$ cat config.mk
export PLATFORM = sky130hd
export DESIGN_NAME = star_motor_sequencer
export DESIGN_NICKNAME = d
export VERILOG_FILES = /design/src/rtl/star_motor_sequencer.sv
export SDC_FILE = /design/constraint.sdc
export NUM_CORES = 1
export LEC_CHECK = 0
export CORE_MARGIN = 2
export CORE_UTILIZATION = 59
export CTS_CLUSTER_DIAMETER = 40
export DETAILED_ROUTE_END_ITERATION = 8
export MAX_ROUTING_LAYER = met4
export PLACE_DENSITY = 0.82
export SLEW_MARGIN = 0
export SYNTH_ARGS = -nofsm -noshare
export SYNTH_HDL_FRONTEND = slang
export SYNTH_SLANG_ARGS = --single-unit
$ cat constraint.sdc
create_clock -name i_clk -period 5.8 [get_ports i_clk]
set_clock_uncertainty 0.2 [all_clocks]
set_input_delay 1.74 -clock i_clk [delete_from_list [all_inputs] [get_ports i_clk]]
set_output_delay 1.74 -clock i_clk [all_outputs]
set_load 0.1 [all_outputs]
$ cat src/rtl/star_motor_sequencer.sv
// Shared-supply motor sequencer for the star/grill mechanism: dead-time before
// every energisation, mechanical interlocks, end-position stop and fault latch.
//
// state   | meaning
// --------+-----------------------------------------------------------
// S_IDLE  | all drives off, waiting for a legal motion command
// S_DEAD  | drives off, dir preset, dead-time counting down
// S_RUN   | selected motor energised, watching end position and timeout
// S_DONE  | end position reached, waiting for the command to change
// S_FAULT | everything off, fault code held until cleared with cmd==0
module star_motor_sequencer #(
    parameter int DEAD_CYCLES    = 16,
    parameter int TIMEOUT_CYCLES = 1000000,
    parameter int CNT_W          = 20
) (
    input  logic       i_clk,
    input  logic       i_rst_n,
    input  logic [3:0] i_cmd,
    input  logic [1:0] i_grill_pos,
    input  logic [1:0] i_star_pos,
    input  logic       i_fault_clr,
    output logic       o_grill_en,
    output logic       o_grill_dir,
    output logic       o_star_en,
    output logic       o_star_dir,
    output logic       o_busy,
    output logic       o_done,
    output logic       o_fault,
    output logic [1:0] o_fault_code
);

    typedef enum logic [2:0] {S_IDLE, S_DEAD, S_RUN, S_DONE, S_FAULT} state_t;

    localparam logic [1:0] CODE_NONE    = 2'b00;
    localparam logic [1:0] CODE_ILLEGAL = 2'b01;
    localparam logic [1:0] CODE_ILOCK   = 2'b10;
    localparam logic [1:0] CODE_TIMEOUT = 2'b11;

    state_t             state, nxt_state;
    logic [3:0]         r_cmd, nxt_cmd;
    logic [CNT_W-1:0]   cnt, nxt_cnt;
    logic [1:0]         nxt_code;
    logic               cmd_legal;
    logic               cmd_changed;

    function automatic logic interlock_bad(input logic [3:0] c,
                                           input logic [1:0] gpos,
                                           input logic [1:0] spos);
        logic bad;
        bad = (gpos == 2'b11) || (spos == 2'b11);
        if ((c[1] || c[0]) && (gpos != 2'b01)) bad = 1'b1;
        if ((c[3] || c[2]) && (spos == 2'b10)) bad = 1'b1;
        return bad;
    endfunction

    function automatic logic target_hit(input logic [3:0] c,
                                        input logic [1:0] gpos,
                                        input logic [1:0] spos);
        return (c[3] && gpos == 2'b01) || (c[2] && gpos == 2'b00) ||
               (c[1] && spos == 2'b01) || (c[0] && spos == 2'b00);
    endfunction

    assign cmd_legal   = ((i_cmd & (i_cmd - 4'd1)) == 4'd0);
    assign cmd_changed = (i_cmd != r_cmd);

    always_comb begin
        nxt_state = state;
        nxt_cmd   = r_cmd;
        nxt_cnt   = cnt;
        nxt_code  = o_fault_code;
        case (state)
            S_IDLE: begin
                if (i_cmd == 4'd0) begin
                    nxt_state = S_IDLE;
                end else if (!cmd_legal) begin
                    nxt_state = S_FAULT;
                    nxt_code  = CODE_ILLEGAL;
                end else if (interlock_bad(i_cmd, i_grill_pos, i_star_pos)) begin
                    nxt_state = S_FAULT;
                    nxt_code  = CODE_ILOCK;
                end else if (target_hit(i_cmd, i_grill_pos, i_star_pos)) begin
                    nxt_cmd   = i_cmd;
                    nxt_state = S_DONE;
                end else begin
                    nxt_cmd   = i_cmd;
                    nxt_cnt   = CNT_W'(DEAD_CYCLES);
                    nxt_state = S_DEAD;
                end
            end
            S_DEAD: begin
                if (cmd_changed) begin
                    nxt_state = S_IDLE;
                end else begin
                    nxt_cnt = cnt - 1'b1;
                    // last dead cycle: hand over to RUN with a fresh run count
                    if (cnt == CNT_W'(1)) begin
                        nxt_cnt   = '0;
                        nxt_state = S_RUN;
                    end
                end
            end
            S_RUN: begin
                if (!cmd_legal) begin
                    nxt_state = S_FAULT;
                    nxt_code  = CODE_ILLEGAL;
                end else if (cmd_changed) begin
                    nxt_state = S_IDLE;
                end else if (interlock_bad(r_cmd, i_grill_pos, i_star_pos)) begin
                    nxt_state = S_FAULT;
                    nxt_code  = CODE_ILOCK;
                end else if (target_hit(r_cmd, i_grill_pos, i_star_pos)) begin
                    nxt_state = S_DONE;
                end else if (cnt == CNT_W'(TIMEOUT_CYCLES - 1)) begin
                    nxt_state = S_FAULT;
                    nxt_code  = CODE_TIMEOUT;
                end else begin
                    nxt_cnt = cnt + 1'b1;
                end
            end
            S_DONE: begin
                if (cmd_changed) nxt_state = S_IDLE;
            end
            S_FAULT: begin
                if (i_fault_clr && (i_cmd == 4'd0)) begin
                    nxt_state = S_IDLE;
                    nxt_code  = CODE_NONE;
                end
            end
            default: begin
                nxt_state = S_IDLE;
                nxt_code  = CODE_NONE;
            end
        endcase
    end

    // Outputs are registered from the next-state decode so they line up with state.
    always_ff @(posedge i_clk or negedge i_rst_n) begin
        if (!i_rst_n) begin
            state        <= S_IDLE;
            r_cmd        <= 4'd0;
            cnt          <= '0;
            o_fault_code <= CODE_NONE;
            o_grill_en   <= 1'b0;
            o_grill_dir  <= 1'b0;
            o_star_en    <= 1'b0;
            o_star_dir   <= 1'b0;
            o_busy       <= 1'b0;
            o_done       <= 1'b0;
            o_fault      <= 1'b0;
        end else begin
            state        <= nxt_state;
            r_cmd        <= nxt_cmd;
            cnt          <= nxt_cnt;
            o_fault_code <= nxt_code;
            o_grill_en   <= (nxt_state == S_RUN) && (nxt_cmd[3] || nxt_cmd[2]);
            o_star_en    <= (nxt_state == S_RUN) && (nxt_cmd[1] || nxt_cmd[0]);
            o_grill_dir  <= ((nxt_state == S_DEAD) || (nxt_state == S_RUN)) && nxt_cmd[3];
            o_star_dir   <= ((nxt_state == S_DEAD) || (nxt_state == S_RUN)) && nxt_cmd[1];
            o_busy       <= (nxt_state == S_DEAD) || (nxt_state == S_RUN);
            o_done       <= (nxt_state == S_DONE);
            o_fault      <= (nxt_state == S_FAULT);
        end
    end

endmodule

==> results of run 1 <==
## kinds of logic after synthesis
group	share of synthesized area
flops	0.336
xor+xnor	0.0163
fa+ha+maj	0.0140
compound gates	0.279
mux	0.0387
simple gates	0.249
buf+inv	0.0668
## where the power goes
group	total, mW	switching (mW)	leakage (nW)	internal (mW)
sequential	0.353	0.0607	0.479	0.292
combinational	0.348	0.232	0.657	0.116
clock	0.196	0.0902	0.0503	0.106
total	0.896	0.383	1.19	0.513
## state kept, by name, summed over array words and instances, names as in the netlist
name,flops
o_star_en,1
o_fault,1
o_busy,1
o_done,1
cnt,20
state,3
o_grill_dir,1
o_star_dir,1
o_grill_en,1
r_cmd,4
o_fault_code,2
## per-layer routing
| layer | vias to the layer above | part of all wire | GRT usage |
|---|---|---|---|
| met5 | - | 0 | - |
| met4 | 0 | 0.015 | 0.115 |
| met3 | 12 | 0.069 | 0.0506 |
| met2 | 116 | 0.48 | 0.473 |
| met1 | 1251 | 0.43 | 0.390 |
| li1 | 1228 | - | - |
## worst max-delay path: cells and delay by family
family                    cells  cell delay (ns)
AOI/OAI and AO/OA             1             0.13
buffers and inverters         3             0.89
xor gates and xnor gates      1             0.20
and+or+nand+nor               4             1.66
muxes                         1             0.34
## per-stage QoR
stage                     utilization  instance area, um^2  total power, mW  hold slack [ns]  instances
after global routing            0.672                 2930            0.944            0.369        378
after floorplan                     -                 2680            0.611            0.281        324
after detailed placement        0.650                 2830            0.699            0.319        371
after global placement          0.650                 2830            0.686            0.295        371
final                           0.672                 2930            0.896            0.327        378
after CTS                       0.672                 2930            0.896            0.335        378
## layout make-up
cell class                 instances  area share
clock buffer                       7      0.0329
inverter                          12      0.0163
multi-input combinational        248       0.547
sequential                        36       0.308
tap                               52      0.0222
timing repair buffer              23      0.0736
## cell usage in the layout (no fill, tap or decap), types with 3 or more instances in the layout
cell type,synthesis,final
a211oi_1,4,4
a21oi_1,29,29
a22oi_1,12,12
a31oi_1,6,6
and2_1,3,3
and3_1,9,9
buf_4,0,4
clkbuf_8,0,7
clkdlybuf4s50_1,0,18
dfrtp_1,36,36
ha_1,3,3
inv_1,11,11
mux2i_1,7,7
nand2_1,16,16
nand2b_1,3,3
nand3_1,10,10
nand4_1,6,6
nor2_1,36,36
nor3_1,10,10
nor3b_1,3,3
nor4_1,7,7
nor4b_1,4,4
o21ai_0,7,7
o21ai_1,3,3
o221ai_1,7,7
o22a_1,14,14
o2bb2ai_1,4,4
or3_1,4,4
xor2_1,5,5
## synthesized netlist by cell type (9+ instances only)
cell       n
dfrtp_1   36
nor2_1    36
a21oi_1   29
clkbuf_1  22
nand2_1   16
o22a_1    14
a22oi_1   12
inv_1     11
nand3_1   10
nor3_1    10
and3_1     9
## worst paths after layout
| kind | endpoint | cells past startpoint | start |
|---|---|---|---|
| setup / recovery | cnt[0] | 10 | i_cmd[1] |
| hold / removal | o_fault_code[1] | 1 | o_fault_code[1] |
| setup reg to reg | cnt[0] | 9 | state[1] |
| hold reg to reg | o_fault_code[1] | 1 | o_fault_code[1] |
| max in group asynchronous | cnt[16] | 1 | i_rst_n |
| min in group asynchronous | cnt[7] | 1 | i_rst_n |
==> run metrics, run 1 <==
maximum vdd drop=0.000187 V; Final min period=4.98 ns; critical path type=in -> reg; Req. time, crit path=5.79 ns; clk slew on worst S/H paths=0.07 ns; die area=5100 um^2; worst rel slew slack=0.307; fill cell count=378; Total GRT Usage=0.301; Clock Tree Buf Depth=2; Setup Fix Bufs, Post-CTS=0; Root Buffer=clkbuf_8; cts-stage hold buffer count=0; initial antenna violation count=0; ANT cells=0; actual slew at the worst max-slew pin=1.04 ns; prevailing post-synth register cell=dfrtp_1; Yosys top cell area share=0.336; multi-input combinational cell area=1600 um^2; Rows=24; post-place setup slack=0.583 ns; Reg area=901 um^2; Area contributors post-synth=dfrtp_1 34%, a21oi_1 5.4%, nor2_1 5.0%; Area growth syn-to-layout=9.15%; Slowest-stage cell, CP=and2_1; Final Setup Violations=0; flop2flop setup slack=2.14 ns; WL per Instance=18.7 um; setup_tns=0 ns; CP peak stage delay=0.62 ns; RePlAce Congestion=0.909; Die H=71.4 um; number of synthesized register bits=36; routed vias/inst=6.90; IO buf count=19; RSZ-0062 raised after global routing=no; die width=71.4 um; total wire length=7050 um; Post-synth EDFFs=0; TritonCTS clock tree=built; grt total ovfl=0; Seq/Total Area, Yosys=0.336; Yosys cell types=58; data arrival time of the critical path=4.97 ns; core footprint=4350 um^2; dominant cell type by area after synthesis=dfrtp_1; syn avg cell area=8.27 um^2; critical path cell sequence=clkdlybuf4s50_1 -> xor2_1 -> nor4_1 -> and4b_1 -> o31ai_1 -> nand3_1 -> buf_4 -> and2_1 -> inv_4 -> mux2_1; Post-synth ARST share=1.00; final worst setup slack=0.815 ns; critical path capture point type=register; largest net degree at the start of global routing=37; insertion delay to the later sink of the worst-skew pair=0.30 ns; Worst Hold Class=reg -> reg; DRC=0; vias after detailed routing=2607; status=finished clean; critical path startpoint category=primary input; vias in the first global route=2518; DRT Pass-1 Iters=4; DP Wirelength=4770 um; synthesized instance count=324; CP max FO=16; Yosys warning total=0; Final Hold Fails=0; Lkg Pwr=1.19 nW; global-route wire length before repair=11900 um; Post-Syn Area=2680 um^2; Max Clock Freq=201 MHz; CTS sink count=36; post-cts resize count=0; Initial Utilization=0.616; Slew Limit Fails=0; Num CTS Buffers=5; fin crit share=0.859; Max-cap violations=0; net count after synthesis=338; Max H-tree Level=2; fraction of layout instances using a drive strength above 1=0.0644; nets=340; I/O pin cnt=20; Initial DRC Count=205; antenna-violating nets left=0; power per cell area=306 nW/um^2
Power figures use the tool's default switching activity.
==> run 2, diff against run 1 <==
- CELL_PAD_IN_SITES_DETAIL_PLACEMENT: unset -> 1
- CELL_PAD_IN_SITES_GLOBAL_PLACEMENT: unset -> 1
- CORE_UTILIZATION: 59 -> 48
- CTS_CLUSTER_DIAMETER: 40 -> 80
- PLACE_DENSITY: 0.82 -> 0.87
==> run metrics, run 2 (synthesis results as in run 1) <==
status=finished clean; Root Buffer=clkbuf_8; fin crit share=0.830; post-cts resize count=0; ANT cells=0; global-route wire length before repair=13100 um; Lkg Pwr=1.18 nW; antenna-violating nets left=0; maximum vdd drop=0.000189 V; Placed Instances=391; Max H-tree Level=2; worst rel slew slack=0.197; critical path cell sequence=clkdlybuf4s50_1 -> a211oi_1 -> o21ai_1 -> nand4b_1 -> a2bb2oi_2 -> nand3_1 -> buf_4 -> and2_1 -> inv_4 -> mux2_1; critical path type=in -> reg; actual slew at the worst max-slew pin=1.19 ns; Final min period=4.82 ns; max reg flops=20; Clock Tree Buf Depth=2; fraction of layout instances using a drive strength above 1=0.0612; post-place setup slack=0.718 ns; Slowest-stage cell, CP=clkdlybuf4s50_1; die area=6200 um^2; Rows=27; core footprint=5440 um^2; IO buf count=19; DRT Pass-1 Iters=5; power per cell area=304 nW/um^2; Num CTS Buffers=5; grt total ovfl=0; RSZ-0062 raised after global routing=no; Max-cap violations=0; Top Registers=cnt x20, r_cmd x4, state x3; largest net degree at the start of global routing=37; vias in the first global route=2662; critical path startpoint category=primary input; Die H=78.7 um; clk slew on worst S/H paths=0.07 ns; flop2flop setup slack=2.28 ns; initial antenna violation count=0; TritonCTS clock tree=built; critical path capture point type=register; Worst Hold Class=reg -> reg; total wire length=7860 um; cts-stage hold buffer count=0; Final Hold Fails=0; I/O pin cnt=20; Initial Utilization=0.493; routed vias/inst=6.59; nets=340; DP Wirelength=5550 um; Area growth syn-to-layout=9.85%; Slew Limit Fails=0; Total GRT Usage=0.279; die width=78.7 um; Initial DRC Count=151; CP peak stage delay=0.55 ns; final worst setup slack=0.985 ns; Final Setup Violations=0; CP Buf/Inv Count=3; setup_tns=0 ns; Finished Layout Cells=399; CP max FO=16; vias after detailed routing=2631; most frequent cells in the layout=36 x nor2_1, 36 x dfrtp_1, 29 x a21oi_1; insertion delay to the later sink of the worst-skew pair=0.30 ns; DRC=0; Req. time, crit path=5.78 ns; Top delay family on crit path=simple AND/OR/NAND/NOR gates; CTS sink count=36; Setup Fix Bufs, Post-CTS=0; Max Clock Freq=208 MHz; RePlAce Congestion=0.849; Top reg by flops=cnt; WL per Instance=19.7 um; data arrival time of the critical path=4.79 ns; worst hold margin=0.318 ns
[run 2: changes by cell type in the layout (fill, tap and decap cells not counted), sizes merged]
cell,change
clkbuf,+1
[run 2: power by group]
part / internal (mW) / switching [mW] / total (mW)
clock: 0.0969 / 0.0899 / 0.187
combinational: 0.116 / 0.238 / 0.355
sequential: 0.292 / 0.0616 / 0.353
total: 0.505 / 0.390 / 0.895
[run 2: area by class of cell]
cell class	instances	area, um^2
repair buffers	23	215
multi-input cells	248	1600
fillers	652	2490
clock buffers	8	90.1
flip-flops and latches	36	901
inverters	12	47.5
well taps	72	90.1
[run 2: per-layer routing]
| layer | global-route usage | part of all wire | vias up |
|---|---|---|---|
| li1 | - | - | 1227 |
| met1 | 0.335 | 0.43 | 1329 |
| met2 | 0.461 | 0.50 | 64 |
| met3 | 0.0511 | 0.053 | 11 |
| met4 | 0.121 | 0.015 | 0 |
| met5 | - | 0 | - |
[run 2: final timing paths]
check | start | endpoint | depth (start not counted)
setup reg to reg | state[1] | cnt[0] | 9
hold / removal | cnt[19] | cnt[19] | 1
max in group asynchronous | i_rst_n | state[2] | 1
min in group asynchronous | i_rst_n | cnt[5] | 1
setup / recovery | i_cmd[1] | cnt[0] | 10
hold reg to reg | cnt[19] | cnt[19] | 1
[run 2: through the flow]
stage | instance area, um^2 | utilization | total power [mW]
finish | 2940 | 0.541 | 0.895
global route | 2940 | 0.541 | 0.949
CTS | 2940 | 0.541 | 0.899
detailed placement | 2850 | 0.525 | 0.710
global placement | 2850 | 0.525 | 0.694
floorplan | 2680 | - | 0.611
==> run 3, diff against run 2 <==
- CORE_UTILIZATION: 48 -> 40
- PLACE_DENSITY: 0.87 -> 0.78
- clock period: 5.8 -> 4.15 ns (I/O delays scaled with it)
==> run metrics, run 3 (synthesis results as in run 1) <==
total power=1.34 mW; setup_tns=0 ns; CP dominant cell by count=a211o_1; Max-cap violations=0; Die H=85.9 um; sequential share of power=0.368; Top delay family on crit path=compound AO/OA/AOI/OAI gates; initial antenna violation count=0; Switching Fraction=0.415; Rows=29; ANT cells=0; worst rel slew slack=0.292; IO buf count=19; die width=85.9 um; clk slew on worst S/H paths=0.08 ns; Initial Utilization=0.417; Lkg Pwr=1.26 nW; CP max FO=7; Setup Fix Bufs, Post-CTS=0; Finished Layout Cells=415; Final Hold Fails=0; Worst Hold Class=reg -> reg; RePlAce Congestion=0.871; most frequent cells in the layout=36 x nor2_1, 36 x dfrtp_1, 29 x a21oi_1; nets=351; fraction of layout instances using a drive strength above 1=0.107; Slowest-stage cell, CP=clkdlybuf4s50_1; core footprint=6420 um^2; WL per Instance=19.5 um; grt total ovfl=0; Placed Instances=407; Clock Tree Buf Depth=2; fin crit share=0.915; global-route wire length before repair=13800 um; internal power=786 uW; status=finished, violations left; total wire length=8080 um; DP Wirelength=5710 um; Slew Limit Fails=0; data arrival time of the critical path=3.79 ns; worst setup path start=i_cmd[1]; Max H-tree Level=2; CP peak stage delay=0.52 ns; I/O pin cnt=20; insertion delay to the later sink of the worst-skew pair=0.30 ns; largest net degree at the start of global routing=37; CP Buf/Inv Count=2; failing checks=DRC; power per cell area=438 nW/um^2; critical path startpoint category=primary input; routed vias/inst=6.42; critical path type=in -> reg; Comb pwr share=0.372; P_sw=557 uW; Total GRT Usage=0.242; Final min period=3.80 ns; Root Buffer=clkbuf_8; Area growth syn-to-layout=14.2%; Req. time, crit path=4.14 ns; Top reg by flops=cnt; DRT Pass-1 Iters=6; RSZ-0062 raised after global routing=no; vias in the first global route=2753; TritonCTS clock tree=built; Clock Power Share=0.260; critical path cell sequence=clkdlybuf4s50_1 -> a211oi_1 -> o21ai_1 -> nand4b_1 -> a2bb2oi_2 -> a211o_1 -> and2_1 -> buf_4 -> a211o_1; WP depth=9; Num CTS Buffers=5; DRC=4; Max Clock Freq=263 MHz; CTS sink count=36; antenna-violating nets left=0; max reg flops=20; R2R cell count=8; critical path capture point type=register; crit path to=cnt[18]; actual slew at the worst max-slew pin=1.06 ns; r2r startpoint=cnt[15]; die area=7370 um^2; R2R Path End=cnt[18]; Top Registers=cnt x20, r_cmd x4, state x3; vias after detailed routing=2665; cts-stage hold buffer count=0; maximum vdd drop=0.000172 V; Final Setup Violations=0; flop2flop setup slack=1.10 ns; post-cts resize count=0; Initial DRC Count=169
[run 3: changes by cell type in the layout (fill, tap and decap cells not counted)]
cell,change
clkbuf_1,-2
clkbuf_8,+1
bufinv_16,+1
buf_4,+14
clkdlybuf4s50_1,-3
[run 3: area by class of cell]
class | instances | area (um^2)
fill | 780 | 3360
clock buffer | 7 | 96.3
timing repair buffer | 34 | 290
tap | 77 | 96.3
inverter | 12 | 47.5
sequential | 36 | 901
multi-input combinational | 248 | 1600
clock inverter | 1 | 30.0
[run 3: power groups by stage]
stage                     logic, mW  registers [mW]  clock network, mW
final                         0.499           0.493              0.349
after global routing          0.544           0.503              0.377
after CTS                     0.499           0.492              0.361
after detailed placement      0.498           0.499                  0
after global placement        0.487           0.494                  0
after floorplan               0.279           0.574                  0
[run 3: worst register-to-register path, stage by stage (launching register included)]
cell and delay, ns:
dfrtp_1 0.47, or4_1 0.60, or4_4 0.46, o21bai_2 0.16
a2bb2oi_2 0.08, a211o_1 0.30, and2_1 0.19, buf_4 0.18
a211o_1 0.29
[run 3: per-stage QoR]
stage,hold WS (ns),utilization,worst slack (ns),cell area [um^2]
2_1_floorplan,0.281,-,0.315,2680
3_5_place_dp,0.308,0.457,0.0581,2940
3_3_place_gp,0.296,0.457,0.100,2940
6_report,0.321,0.477,0.354,3060
4_1_cts,0.328,0.477,0.362,3060
5_1_grt,0.362,0.477,0.182,3060
[run 3: worst min path at each step]
stage / from / slack (ns) / end / cells after the start
after floorplan: cnt[13] / 0.28 / cnt[13] / 1
after global placement: o_fault_code[1] / 0.30 / o_fault_code[1] / 1
after detailed placement: o_fault_code[0] / 0.31 / o_fault_code[0] / 1
after CTS: o_fault_code[0] / 0.33 / o_fault_code[0] / 1
after global routing: cnt[19] / 0.36 / cnt[19] / 1
final: o_fault_code[0] / 0.32 / o_fault_code[0] / 1
[run 3: layer usage]
layer  track usage  wire length [um]  up-vias
met3        0.0318               254       15
li1              -                 -     1247
met2         0.393              3930       52
met5             -                 0        -
met4        0.0880               160        0
met1         0.311              3740     1351
==> variant 1, RTL diff (flow settings as in run 3) <==
The 5 states of `state_t` get a one-hot encoding in 5 bits.
--- a/src/rtl/star_motor_sequencer.sv
+++ b/src/rtl/star_motor_sequencer.sv
@@ -29,7 +29,7 @@
     output logic [1:0] o_fault_code
 );
 
-    typedef enum logic [2:0] {S_IDLE, S_DEAD, S_RUN, S_DONE, S_FAULT} state_t;
+    typedef enum logic [4:0] {S_IDLE = 5'b00001, S_DEAD = 5'b00010, S_RUN = 5'b00100, S_DONE = 5'b01000, S_FAULT = 5'b10000} state_t;
 
     localparam logic [1:0] CODE_NONE    = 2'b00;
     localparam logic [1:0] CODE_ILLEGAL = 2'b01;
Formal check against the unedited RTL: same outputs for any inputs over 10 cycles, from zero or initial values and one cycle with i_rst_n low; not proved beyond that.
==> variant 1 against run 3 <==
  * Area after synthesis increased by 5.0%
  * Via count increased by 7.3%
  * Final area increased by 4.2%
  * Power increased by 1.9%
  * Non-clock buffer count increased by 1
  * Worst setup slack improved by 60 ps
  * Wire length increased by 5.0%
  * First-iteration DRC count increased by 37%
  * Utilization decreased by 0.69 points
  * Sequential cell count increased by 2
  * Largest cell class unchanged
==> variant 1: results (changes against run 3) <==
Parameter                              Value

Setup path
  Arrival time at the worst endpoint ... 3710 ps (-80 ps)
  Top fanout value on the critical path ... 17 (+10)
  Worst-case register-to-register setup slack ... 870 ps (-230 ps)

Layout
  Fraction of area in multi-input gates ... 0.528 (+0.00574)
  Final-layout non-clock buffer area share ... 0.0980 (+0.00319)
  Largest registers ... cnt (20), state (5), r_cmd (4)
  Share of final-layout standard cells stronger than drive strength 1 ... 0.120 (+0.0134)
  Number of nets in the layout ... 380 (+8.3%)
  Fill cell instance count of the final layout ... 850 (+9.0%)
  Number of multi-input combinational cells in the layout ... 280 (+13%)
  Non-clock inverter instance count of the final layout ... 6 (-6)
  Number of ordinary and repair buffers in the finished layout ... 35 (+2.9%)
  Storage element area ... 952 sq um (+5.7%)

Synthesis
  Post-Synthesis Mean Instance Area ... 7.95 sq um (-3.9%)
  Share of the yosys chip area belonging to registers ... 0.338 (+0.00224)
  Biggest area contributors in the synthesized netlist ... dfrtp_1 33%, o21ai_0 6.6%, a21oi_1 5.0%, nor2_1 4.1%, nor3_1 3.7%

GRT
  Pin count of the biggest net entering global routing ... 39 (+5.4%)
  Total GRT Usage ... 0.243 (+0.00103)

Timing
  Worst Hold Margin ... 319 ps (-2.36 ps)

Power
  Internal power consumption ... 0.761 mW (-3.2%)
  Switching power ... 0.607 mW (+9.1%)

Status
  Outcome ... complete, no violations

Place
  HPWL reported at the end of detailed placement ... 6.03 mm (+5.7%)

Drt
  Vias per cell ... 6.17 (-3.8%)
  Post-Route WL ... 8.48 mm (+5.0%)
## variant 1: changes by cell type after synthesis, sizes merged, moves of 8 or more
cell,run 3,this run
o31ai,1,12
nor3,11,21
nand4,6,14
nand2,16,24
o21ai,11,38
o22a,14,0
a22oi,12,4
## variant 1: worst paths after layout
path | end | startpoint
max | cnt[15] | i_cmd[3]
max in group asynchronous | cnt[8] | i_rst_n
min reg2reg | o_fault_code[0] | o_fault_code[0]
min in group asynchronous | o_grill_dir | i_rst_n
min | o_fault_code[0] | o_fault_code[0]
max reg2reg | cnt[15] | cnt[12]
## variant 1: metal layers
metal / global-route usage / part of all wire / routed length [um]
met3: 0.0377 / 0.037 / 312
met2: 0.367 / 0.47 / 3960
met4: 0.0811 / 0.014 / 122
met5: - / 0 / 0
met1: 0.334 / 0.48 / 4080
==> variant 2, RTL diff (config.mk and constraints of run 3) <==
Without the edit above. `CNT_W`: 20 -> 22.
--- a/src/rtl/star_motor_sequencer.sv
+++ b/src/rtl/star_motor_sequencer.sv
@@ -11,7 +11,7 @@
 module star_motor_sequencer #(
     parameter int DEAD_CYCLES    = 16,
     parameter int TIMEOUT_CYCLES = 1000000,
-    parameter int CNT_W          = 20
+    parameter int CNT_W          = 22
 ) (
     input  logic       i_clk,
     input  logic       i_rst_n,
Behaviour: no difference found for any inputs over 10 cycles, from zero or initial values and one cycle with i_rst_n low; that may be too few to reach the edited logic, so the function may still have changed.
==> variant 2 against run 3 <==
  * Worst setup slack worse by 100 ps
  * Sequential cell count up 2
  * Area after synthesis up 5.5%
  * Utilization up 0.17 points
  * Wire length up 6.7%
  * Final area up 6.7%
  * Synthesized cell count up 6.5%
Power is not compared: it rests on default switching activity, and its combinational part moved more than twofold at a synthesized area within 25%.
==> variant 2: results (changes against run 3) <==
Parameter                              Value

GRT
  Number of antenna violations at the first check in global routing ... 0 (unchanged)
  Total GRT Usage ... 0.247 (+0.00413)
  Pin count of the biggest net entering global routing ... 39 (+5.4%)
  Wire length of the first global-routing pass ... 14.7 mm (+6.1%)

Setup path
  Critical path's largest stage delay ... 580 ps (+60 ps)
  CP delay by family, top ... simple AND/OR/NAND/NOR gates
  Cell with the largest stage delay on the worst path ... or4_1
  Arrival time at the worst endpoint ... 3830 ps (+40 ps)
  Top fanout value on the critical path ... 13 (+6)

Synthesis
  Total nets after synthesis ... 359 (+6.2%)
  Number of warnings printed during yosys synthesis ... 0 (unchanged)
  Ranking of synthesized cells by instance count ... 38 x dfrtp_1, 30 x nand2_1, 25 x clkbuf_1
  Unique cell type count in the Yosys netlist ... 59 (+1.7%)
  Biggest area contributors in the synthesized netlist ... dfrtp_1 34%, a31oi_1 4.4%, nand2_1 4.0%, clkbuf_1 3.3%, nor3_1 2.8%
  Async set-or-reset flop fraction in the synthesized netlist ... 1.00 (unchanged)
  Share of the yosys chip area belonging to registers ... 0.336 (about the same)
  Post-Synthesis Mean Instance Area ... 8.19 sq um (-0.96%)

Layout
  Number of nets in the layout ... 374 (+6.6%)
  Share of final-layout standard cells stronger than drive strength 1 ... 0.108 (+0.00182)
  Largest registers ... cnt (22), r_cmd (4), state (3)
  Final antenna diode count ... 0 (unchanged)
  Fill cell instance count of the final layout ... 839 (+7.6%)

Drt
  Vias per cell ... 6.28 (-2.2%)
  DRC marker count from the first detailed-route iteration ... 201 (+19%)
  Post-Route WL ... 8.62 mm (+6.7%)
  Vias after detailed routing ... 2,865 (+7.5%)
  Drt pass-1 iters ... 4 (-2)

Status
  Outcome ... complete, no violations

Place
  DP Cell Count ... 449 (+10%)
  HPWL reported at the end of detailed placement ... 6.02 mm (+5.5%)
  Weighted congestion reported at the end of routability-driven placement ... 0.835 (-4.1%)
  Port-buffer cells ... 19 (unchanged)
  Dpl ws ... -31.9 ps (-90.0 ps)

Hold path
  Hold WC Path Type ... reg -> reg

Timing
  Transition time of the tightest slew-check pin ... 1060 ps (-0.284 ps)
  Number of hold-slack violations in the final timing report ... 0 (unchanged)

Clock network
  Number of setup buffers added after CTS ... 0 (unchanged)
  Clock edge transition at the registers on the reported setup and hold paths ... 80 ps (about the same)
  Number of buffers between clock root and the deepest sink ... 2 (unchanged)
  Total clock buffers created by CTS ... 5 (unchanged)
  Clk_lat worst skew ... 300 ps (about the same)
  Depth of the CTS H-tree ... 2 (unchanged)
  Number of resized instances in the post-cts repair step ... 0 (unchanged)
  Clock Tree Root ... clkbuf_8

Power
  P_leak ... 1.28 nW
  Peak supply drop ... 0.000122 V
[variant 2: changes by cell type after synthesis, sizes merged, moves of 7 or more]
| cell | delta |
|---|---|
| a21oi | -14 |
| a22oi | -7 |
| a31oi | +14 |
| nand2 | +14 |
| nor2 | -16 |
| o21ai | +14 |
| o22a | -9 |
| o22ai | +8 |
[variant 2: through the flow]
step,total power [mW],hold WS [ps],cell area (sq um)
4_1_cts,0.799,315,3270
5_1_grt,0.822,354,3270
2_1_floorplan,0.432,299,2830
6_report,0.789,311,3270
3_3_place_gp,0.466,271,3160
3_5_place_dp,0.468,292,3160
[variant 2: kinds of logic (layout without fill, tap and decap cells)]
group	Yosys count	in the layout	synth area share
and+or+nand+nor	122	122	0.226
AOI/OAI and AO/OA	121	121	0.292
buffers and inverters	43	58	0.0660
DFF	38	38	0.336
muxes	11	11	0.0447
xor gates and xnor gates	7	7	0.0217
adders and majority gates	3	3	0.0133
[variant 2: power by group]
part	leakage [nW]	internal, mW	switching [mW]	total [mW]
clock network	0.0573	0.192	0.136	0.329
logic	0.722	0.0316	0.0486	0.0803
registers	0.499	0.375	0.00548	0.380
total	1.28	0.599	0.190	0.789
[variant 2: metal layers]
metal / vias to the layer above / part of all wire / track usage
met1: 1443 / 0.48 / 0.336
li1: 1344 / - / -
met4: 0 / 0.017 / 0.0716
met3: 15 / 0.036 / 0.0358
met5: - / 0 / -
met2: 63 / 0.47 / 0.382
[variant 2: area by class of cell]
type / instances / area share
clock buffers: 6 / 0.0253
clock inverters: 1 / 0.00919
inverters: 10 / 0.0123
multi-input cells: 264 / 0.518
flip-flops and latches: 38 / 0.291
well taps: 96 / 0.0368
repair buffers: 41 / 0.107
[variant 2: final timing paths]
kind	cells past startpoint	start	to	slack (ps)
worst min-delay path	1	o_fault_code[0]	o_fault_code[0]	310
worst min register to register	1	o_fault_code[0]	o_fault_code[0]	310
worst max-delay path	8	i_cmd[3]	cnt[4]	250
min in group asynchronous	1	i_rst_n	o_fault_code[0]	870
max in group asynchronous	1	i_rst_n	r_cmd[2]	2320
worst max register to register	9	cnt[1]	cnt[20]	1090
[variant 2: worst reg2reg max path: cells and delay by family, from the launching register on]
kind	cells	cell delay [ps]
fa+ha+maj	1	220
flops	1	460
compound gates	3	360
simple gates	4	1560
buf+inv	1	160
